`src/rtl/serial_pkg.sv`:
```
// serial_pkg: transmitter FSM states and parity mode encodings shared by the serial transmitter files.
package serial_pkg;
    typedef enum logic [2:0] {ST_IDLE, ST_START, ST_DATA, ST_PARITY, ST_STOP} tx_state_t;
    localparam int PARITY_NONE = 0;
    localparam int PARITY_EVEN = 1;
    localparam int PARITY_ODD  = 2;
endpackage

```
`src/rtl/tx_fifo.sv`:
```
// tx_fifo: synchronous word FIFO with a registered occupancy count driving full/empty.
module tx_fifo #(
    parameter int WIDTH = 8,
    parameter int DEPTH = 4
) (
    input  logic                     clk,
    input  logic                     rst,
    input  logic                     push,
    input  logic                     pop,
    input  logic [WIDTH-1:0]         din,
    output logic [WIDTH-1:0]         dout,
    output logic                     full,
    output logic                     empty,
    output logic [$clog2(DEPTH):0]   count
);
    localparam int AW = $clog2(DEPTH);
    localparam int CW = AW + 1;
    logic [WIDTH-1:0] mem_q [DEPTH];
    logic [AW-1:0] wr_q, wr_d, rd_q, rd_d;
    logic [CW-1:0] count_q, count_d;
    always_comb begin
        wr_d    = push ? wr_q + AW'(1) : wr_q;
        rd_d    = pop ? rd_q + AW'(1) : rd_q;
        count_d = count_q + CW'(push) - CW'(pop);
    end
    always_ff @(posedge clk or posedge rst) begin
        if (rst) begin
            wr_q    <= '0;
            rd_q    <= '0;
            count_q <= '0;
        end else begin
            wr_q    <= wr_d;
            rd_q    <= rd_d;
            count_q <= count_d;
        end
    end
    always_ff @(posedge clk) begin
        if (push) mem_q[wr_q] <= din;
    end
    assign dout  = mem_q[rd_q];
    assign full  = count_q == CW'(DEPTH);
    assign empty = count_q == '0;
    assign count = count_q;
endmodule

```
`src/rtl/serial_transmitter.sv`:
```
// serial_transmitter: FIFO-buffered framed serial transmitter that advances only on rising edges of bit_tick.
module serial_transmitter
    import serial_pkg::*;
#(
    parameter int DATA_BITS  = 8,
    parameter int PARITY     = PARITY_NONE,
    parameter int STOP_BITS  = 1,
    parameter int FIFO_DEPTH = 4
) (
    input  logic                          clk,
    input  logic                          rst,
    input  logic                          bit_tick,
    input  logic [DATA_BITS-1:0]          data_in,
    input  logic                          data_valid,
    output logic                          data_ready,
    output logic                          tx,
    output logic                          busy,
    output logic [$clog2(FIFO_DEPTH):0]   fifo_count
);
    localparam int CW = $clog2(DATA_BITS + 1);
    tx_state_t state_q, state_d;
    logic [DATA_BITS-1:0] shift_q, shift_d, head;
    logic [CW-1:0] bit_cnt_q, bit_cnt_d;
    logic stop_cnt_q, stop_cnt_d, par_q, par_d, tx_q, tx_d, tick_q;
    logic tick_edge, full, empty, pop;

    tx_fifo #(.WIDTH(DATA_BITS), .DEPTH(FIFO_DEPTH)) u_fifo (
        .clk(clk),
        .rst(rst),
        .push(data_valid & data_ready),
        .pop(pop),
        .din(data_in),
        .dout(head),
        .full(full),
        .empty(empty),
        .count(fifo_count)
    );

    assign tick_edge  = bit_tick & ~tick_q;
    assign data_ready = ~full;
    assign tx         = tx_q;
    assign busy       = (state_q != ST_IDLE) | (fifo_count != '0);

    always_comb begin
        state_d    = state_q;
        shift_d    = shift_q;
        bit_cnt_d  = bit_cnt_q;
        stop_cnt_d = stop_cnt_q;
        par_d      = par_q;
        tx_d       = tx_q;
        pop        = 1'b0;
        if (tick_edge) begin
            case (state_q)
                ST_IDLE: pop = ~empty;
                ST_START: begin
                    tx_d      = shift_q[0];
                    shift_d   = shift_q >> 1;
                    bit_cnt_d = CW'(1);
                    state_d   = ST_DATA;
                end
                ST_DATA: begin
                    if (bit_cnt_q == CW'(DATA_BITS)) begin
                        tx_d    = (PARITY != PARITY_NONE) ? par_q : 1'b1;
                        state_d = (PARITY != PARITY_NONE) ? ST_PARITY : ST_STOP;
                    end else begin
                        tx_d      = shift_q[0];
                        shift_d   = shift_q >> 1;
                        bit_cnt_d = bit_cnt_q + CW'(1);
                    end
                end
                ST_PARITY: begin
                    tx_d    = 1'b1;
                    state_d = ST_STOP;
                end
                ST_STOP: begin
                    if (stop_cnt_q == 1'(STOP_BITS - 1)) begin
                        pop     = ~empty;
                        tx_d    = 1'b1;
                        state_d = ST_IDLE;
                    end else begin
                        stop_cnt_d = 1'b1;
                    end
                end
                default: state_d = ST_IDLE;
            endcase
            // A pop from IDLE or the last stop bit starts the next frame with no idle gap.
            if (pop) begin
                shift_d    = head;
                bit_cnt_d  = '0;
                stop_cnt_d = 1'b0;
                par_d      = (^head) ^ (PARITY == PARITY_ODD);
                tx_d       = 1'b0;
                state_d    = ST_START;
            end
        end
    end

    always_ff @(posedge clk or posedge rst) begin
        if (rst) begin
            state_q    <= ST_IDLE;
            shift_q    <= '0;
            bit_cnt_q  <= '0;
            stop_cnt_q <= 1'b0;
            par_q      <= 1'b0;
            tx_q       <= 1'b1;
            tick_q     <= 1'b0;
        end else begin
            state_q    <= state_d;
            shift_q    <= shift_d;
            bit_cnt_q  <= bit_cnt_d;
            stop_cnt_q <= stop_cnt_d;
            par_q      <= par_d;
            tx_q       <= tx_d;
            tick_q     <= bit_tick;
        end
    end
endmodule

```
`config.mk`:
```
export PLATFORM = sky130hd
export DESIGN_NAME = serial_transmitter
export DESIGN_NICKNAME = d
export VERILOG_FILES = /design/src/rtl/serial_pkg.sv /design/src/rtl/tx_fifo.sv /design/src/rtl/serial_transmitter.sv
export SDC_FILE = /design/constraint.sdc
export NUM_CORES = 1
export LEC_CHECK = 0
export ABC_AREA = 0
export BUFFER_PORTS_ARGS = -buffer_cell sky130_fd_sc_hd__buf_2
export CELL_PAD_IN_SITES_DETAIL_PLACEMENT = 1
export CELL_PAD_IN_SITES_GLOBAL_PLACEMENT = 1
export CORE_UTILIZATION = 45
export DETAILED_ROUTE_END_ITERATION = 8
export GPL_ROUTABILITY_DRIVEN = 0
export PLACE_DENSITY_LB_ADDON = 0.1
export SLEW_MARGIN = 0
export SYNTH_ARGS = -nofsm -noshare
export SYNTH_HDL_FRONTEND = slang
export SYNTH_HIERARCHICAL = 1
export SYNTH_SLANG_ARGS = --single-unit
export TNS_END_PERCENT = 50
```
`constraint.sdc`:
```
create_clock -name clk -period 2.1 [get_ports clk]
set_input_delay 0.105 -clock clk [delete_from_list [all_inputs] [get_ports clk]]
set_output_delay 0.105 -clock clk [all_outputs]
set_load 0.03 [all_outputs]
```
==> results_dict.tcl, run 1 <==
set metrics [dict create \
    irDropWorstVdd_mv 0.579 \
    synth_compound_area_frac 0.0542 \
    drtIter0Drc 49 \
    wl_microns 4460 \
    synth_area_leaders "edfxtp_1 38%, dfrtp_1 23%, mux4_2 7.2%, mux2_2 5.8%, ha_1 4.0%" \
    cp.required_ns 2.29 \
    finalCriticalPeriod_ns 2.00 \
    coreArea_sq_um 5240 \
    drc 0 \
    cts-htree-levels 2 \
    status "finished, final reports clean" \
    cpPeakStageDelay_ns 0.45 \
    io_pins 18 \
    async_reset_ff_frac 0.429 \
    setup_violations 0 \
    path_cells "nor3_4 > nor3_4 > nand2_2 > inv_1 > ha_1 > inv_1 > ha_1 > fa_2 > xnor2_2" \
    clkTransAtPathRegs_ns 0.10 \
    fin_skew_ns 0.00624 \
    worstSetupEndpoint "u_fifo/count[2]" \
    ys_seq_area_frac 0.621 \
    yosys.area.top_type_share 0.382 \
    rsz0062_at_grt "true" \
    grt_max_degree 20 \
    rows 26 \
    tns_ns 0 \
    vias 1412 \
    die_x_microns 76.8 \
    r2r_slack_ns 0.10 \
    area_growth_pct 17.2 \
    crit_type "reg2reg" \
    die_h_microns 76.8 \
    nNetsFinal 224 \
    final_cell_mix "32 x edfxtp_1, 20 x dfrtp_1, 17 x buf_2, 13 x mux2_2, 12 x inv_1" \
    synth-adder-area-share 0.0478 \
    syn_area_sq_um 2510 \
    maxCapViolCount 0 \
    muxShareOfSynthArea 0.142 \
    clock_sinks 56 \
    synth_nets 187 \
    die-area_sq_um 5890 \
    track_usage 0.175 \
    cp-end-kind "register" \
    synthXorXnorAreaFrac 0.0174 \
    antenna_found_initial 0 \
    post-route-util 0.563 \
    synth-seq-cells 56 \
    synth_cells 166 \
    worst-path-stages 9 \
    worstReg2RegStart "u_fifo/count[1]" \
    viasPerCell 5.15 \
    relSlewSlack 0.545 \
    critPathLaunch "u_fifo/count[1]" \
    r2r_end "u_fifo/count[2]" \
    ys_warn_count 6 \
    synth_top_family_by_area "multiplexers" \
    drv_slew 0 \
    crit_buf_inv 2 \
    initial_core_util 0.480 \
    placed_area_sq_um 2730 \
    tightest_slew_ns 0.682 \
    ys.flop_type "edfxtp_1" \
    grt_pass1_vias 1573 \
    wl_per_cell_microns 16.3 \
    synthSimpleGateAreaFrac 0.0861 \
    max_freq_ghz 0.500 \
    drt-pass1-iter-count 4 \
    yosys.area.top_type "edfxtp_1" \
    cts_buffers 5 \
    final_antenna_net_count 0 \
    setup.worst_path.start_class "register" \
    final_hold_viol_count 0 \
    synth_cell_type_count 40 \
    syn_avg_cell_area_sq_um 15.2 \
    cpLargestDelayFamily "adder cells" \
    n_antenna_cell 0 \
    cpMaxStageDelayCell "dfrtp_2" \
    fin_crit_sh 0.952 \
    synth-edff-count 32 \
    layout_commonest_cell "edfxtp_1" \
    reg2reg_depth 9 \
    clk_latency_ns 0.31 \
    grt_pass1_wl_microns 7760 \
    dp_hpwl_microns 3300 \
    whs_ns 0.0173 \
    crit_fanout 3 \
    grt_remaining_overflow 0 \
    hold_class "in2reg" \
    root_buffer "clkbuf_8" \
    power.density_nw_per_um2 1400 \
    clock_path_buffers 2 \
    cts_tree "done" \
    port_buffers 17 \
    leakage_uw 0.00119 \
    drive_gt1_frac 0.353 \
    fin_area_sq_um 2950 \
    cp_data_arrival_time_ns 2.19 \
]
## timing repair
| action | in CTS | in global routing |
|---|---|---|
| gates resized for setup | 0 | 5 |
| hold buffers | 6 | 2 |
| hold endpoints to repair | 40 | 8 |
| setup endpoints to repair | 0 | 4 |
| setup buffers | 0 | 2 |
## logic make-up after synthesis
| family | count (synthesis) |
|---|---|
| and+or+nand+nor | 37 |
| adders and majority gates | 9 |
| muxes | 24 |
| xor gates and xnor gates | 5 |
| DFF | 56 |
| buffers and inverters | 17 |
| AOI/OAI and AO/OA | 18 |
## synth_stat cells, types with 2 or more instances
cell type / count
xor2_1: 3
nor2_1: 3
xnor2_1: 2
nand2b_1: 2
dfrtp_1: 23
o21ai_0: 5
nand3_1: 2
ha_1: 8
buf_2: 2
mux2i_1: 3
edfxtp_1: 32
a21oi_1: 4
nor3_1: 4
mux4_2: 8
nor2b_1: 3
mux2_2: 13
nand2_1: 11
a31oi_1: 2
and2_1: 4
inv_1: 12
## power breakdown
part | switching, uW | internal, uW
Clock | 357 | 244
Combinational | 825 | 870
Sequential | 302 | 1530
## layout make-up
cell class	instances	area [sq um]
Timing Repair Buffer	35	253
Clock inverter	3	25.0
Clock buffer	5	68.8
Tap cell	70	87.6
Multi-Input combinational cell	93	901
Fill cell	512	2290
Inverter	12	45.0
Sequential cell	56	1570
## registers in the layout (all words and copies together) (netlist names)
signal	flops
shift_q	8
u_fifo/wr_q	2
tick_q	1
u_fifo/count	3
tx	1
bit_cnt_q	4
state_q	3
u_fifo/rd_q	2
u_fifo/mem_q	32
## routing by layer
layer / GRT usage / vias up / routed length (microns)
li1: - / 681 / -
met1: 0.220 / 712 / 1960
met2: 0.302 / 14 / 2360
met3: 0.0393 / 5 / 93
met4: 0.0481 / 0 / 42
met5: 0 / - / 0
## through the flow
| step | power [uW] | instances | setup WS [ns] |
|---|---|---|---|
| 6_report | 4130 | 274 | 0.101 |
| 5_1_grt | 4430 | 274 | -0.00897 |
| 4_1_cts | 4090 | 270 | 0.0156 |
| 3_5_place_dp | 3480 | 256 | 0.0394 |
| 3_3_place_gp | 3360 | 256 | 0.132 |
| 2_1_floorplan | 3000 | 166 | -0.0235 |
## worst min-delay path by stage
stage / startpoint / end / slack, ns / depth (start not counted)
after floorplan: rst / u_fifo/rd_q[0] / -0.09 / 1
after global placement: rst / u_fifo/wr_q[0] / 0.06 / 2
after detailed placement: rst / u_fifo/wr_q[0] / 0.07 / 2
after CTS: data_in[1] / u_fifo/mem_q[0][1] / 0.0006 / 1
after global routing: data_in[0] / u_fifo/mem_q[3][0] / 0.01 / 1
final: data_in[0] / u_fifo/mem_q[3][0] / 0.02 / 1
No activity file was read; power rests on OpenSTA's default activity.
==> run 2, diff against run 1 <==
--- a/config.mk
+++ b/config.mk
@@ -6,11 +6,11 @@
 export NUM_CORES = 1
 export LEC_CHECK = 0
 export ABC_AREA = 0
-export BUFFER_PORTS_ARGS = -buffer_cell sky130_fd_sc_hd__buf_2
 export CELL_PAD_IN_SITES_DETAIL_PLACEMENT = 1
 export CELL_PAD_IN_SITES_GLOBAL_PLACEMENT = 1
-export CORE_UTILIZATION = 45
+export CORE_UTILIZATION = 47
 export DETAILED_ROUTE_END_ITERATION = 8
+export DONT_BUFFER_PORTS = 1
 export GPL_ROUTABILITY_DRIVEN = 0
 export PLACE_DENSITY_LB_ADDON = 0.1
 export SLEW_MARGIN = 0
==> run 2 against run 1 <==
Net effect: final area down 2.5%; combinational power fell by 6%; sequential cell count is the same; die area is 4.1% lower; clock power grew 2%; critical endpoint is now u_fifo/count[1]; largest cell class unchanged.
==> results_dict.tcl, run 2 (same netlist as run 1, synthesis figures left out) <==
set metrics [dict create \
    met2_usage 0.345 \
    cpMaxStageDelayCell "fa_2" \
    viasPerCell 5.40 \
    hold-path-cell-count 3 \
    drc 0 \
    r2r_slack_ns 0.1 \
    drt-pass1-iter-count 4 \
    rsz0062_at_grt "true" \
    grt_remaining_overflow 0 \
    final_cell_mix "32 x edfxtp_1, 20 x dfrtp_1, 13 x mux2_2, 12 x inv_1, 12 x buf_4" \
    dp_hpwl_microns 3240 \
    wl_per_cell_microns 17.7 \
    grt_max_degree 20 \
    reg2reg_depth 8 \
    r2r_end "u_fifo/count[1]" \
    grt_pass1_wl_microns 7510 \
    cpLargestDelayFamily "adder cells" \
    drtIter0Drc 47 \
    worstReg2RegStart "u_fifo/count[1]" \
    drv_slew 0 \
    crit_type "reg2reg" \
    nNetsFinal 211 \
    use_met3 0.0616 \
    stdcell_count 261 \
    crit_fanout 3 \
    cp_data_arrival_time_ns 2.25 \
    cp-end-kind "register" \
    post-cts-setup-buffer-count 0 \
    die_h_microns 75.2 \
    cpPeakStageDelay_ns 0.53 \
    track_usage 0.192 \
    path_cells "nor3_4 > nor3_4 > nand2_2 > inv_1 > ha_1 > inv_1 > ha_1 > fa_2" \
    post-route-util 0.559 \
    regMostFlops "u_fifo/mem_q" \
    clkTransAtPathRegs_ns 0.10 \
    finalCriticalPeriod_ns 2.00 \
    area_growth_pct 14.3 \
    fin_area_sq_um 2870 \
    crit_buf_inv 2 \
    max_freq_ghz 0.500 \
    holdPathEnd "state_q[2]" \
    grt.busiest_layer "met2" \
    wl_microns 4620 \
    rows 26 \
    die-area_sq_um 5650 \
    tightest_slew_ns 0.689 \
    clock_path_buffers 2 \
    setup.worst_path.start_class "register" \
    critPathLaunch "u_fifo/count[1]" \
    root_buffer "clkbuf_8" \
    hold_start "bit_tick" \
    hold_class "in2reg" \
    fill_cells 528 \
    final_hold_viol_count 0 \
    initial_core_util 0.489 \
    tns_ns 0 \
    coreArea_sq_um 5140 \
    cts-htree-levels 2 \
    finalWorstSetupSlack_ns 0.0984 \
    reg_top3 "u_fifo/mem_q x32, shift_q x8, bit_cnt_q x4" \
    n_antenna_cell 0 \
    leakage_uw 0.00113 \
    drive_gt1_frac 0.288 \
    dp.cells 243 \
    power.density_nw_per_um2 1410 \
    cts_tree "done" \
    place_ws_ns 0.0396 \
    largest_reg_flops 32 \
    layout_commonest_cell "edfxtp_1" \
    die_x_microns 75.2 \
    cp.required_ns 2.35 \
    final_antenna_net_count 0 \
    maxCapViolCount 0 \
    irDropWorstVdd_mv 0.691 \
    clk_latency_ns 0.31 \
    fin_skew_ns 0.00992 \
    met1_usage 0.213 \
    setup_violations 0 \
    placed_area_sq_um 2670 \
    fin_crit_sh 0.953 \
    relSlewSlack 0.540 \
    cts_buffers 5 \
    io_pins 18 \
    vias 1409 \
    antenna_found_initial 0 \
    clock_sinks 56 \
    grt_pass1_vias 1546 \
    status "finished, final reports clean" \
    port_buffers 0 \
]
run 2: cell count changes in the layout (fill, tap and decap cells not counted), sizes merged:
| cell | change |
|---|---|
| buf | -15 |
| dlygate4sd3 | +2 |
run 2: cell type report:
type | count | area, sq um | share of cell area
Multi-Input combinational cell | 93 | 891 | 0.310
Inverter | 12 | 45.0 | 0.0157
Clock buffer | 5 | 68.8 | 0.0239
Sequential cell | 56 | 1570 | 0.545
Tap cell | 70 | 87.6 | 0.0305
Clock inverter | 3 | 25.0 | 0.00871
Timing Repair Buffer | 22 | 190 | 0.0662
run 2: stage by stage:
step                hold slack [ns]  power, uW
floorplan                   -0.0918       3000
global placement            -0.0558       3330
detailed placement          -0.0490       3460
CTS                          0.0828       4090
global route                 0.0990       4330
finish                       0.0904       4060
run 2: worst max path at each step:
stage	endpoint	slack (ns)	depth (start not counted)
floorplan	u_fifo/count[2]	-0.02	9
global placement	u_fifo/count[2]	0.16	9
detailed placement	u_fifo/count[2]	0.04	9
CTS	u_fifo/count[2]	0.01	9
global route	u_fifo/count[2]	-0.0009	9
finish	u_fifo/count[1]	0.1	8
run 2: what timing repair did:
item | 4_1_cts | 5_1_grt
gates resized for setup | 0 | 3
hold buffers | 10 | 0
endpoints found under the setup margin | 0 | 9
hold endpoints to repair | 56 | 0
run 2: worst reg2reg max path: cells and delay by family (launching register included):
kind / cells / cell delay [ns]
simple gates: 3 / 0.40
buf+inv: 2 / 0.10
flops: 1 / 0.44
fa+ha+maj: 3 / 0.99
run 2: layer usage:
layer	part of all wire	vias up
li1	-	652
met1	0.41	729
met2	0.55	24
met3	0.033	4
met4	0.010	0
met5	0	-
run 2: power breakdown:
group	internal [uW]	switching, uW	leakage, uW
clock network	244	371	0.0000452
logic	805	787	0.000507
registers	1530	313	0.000580
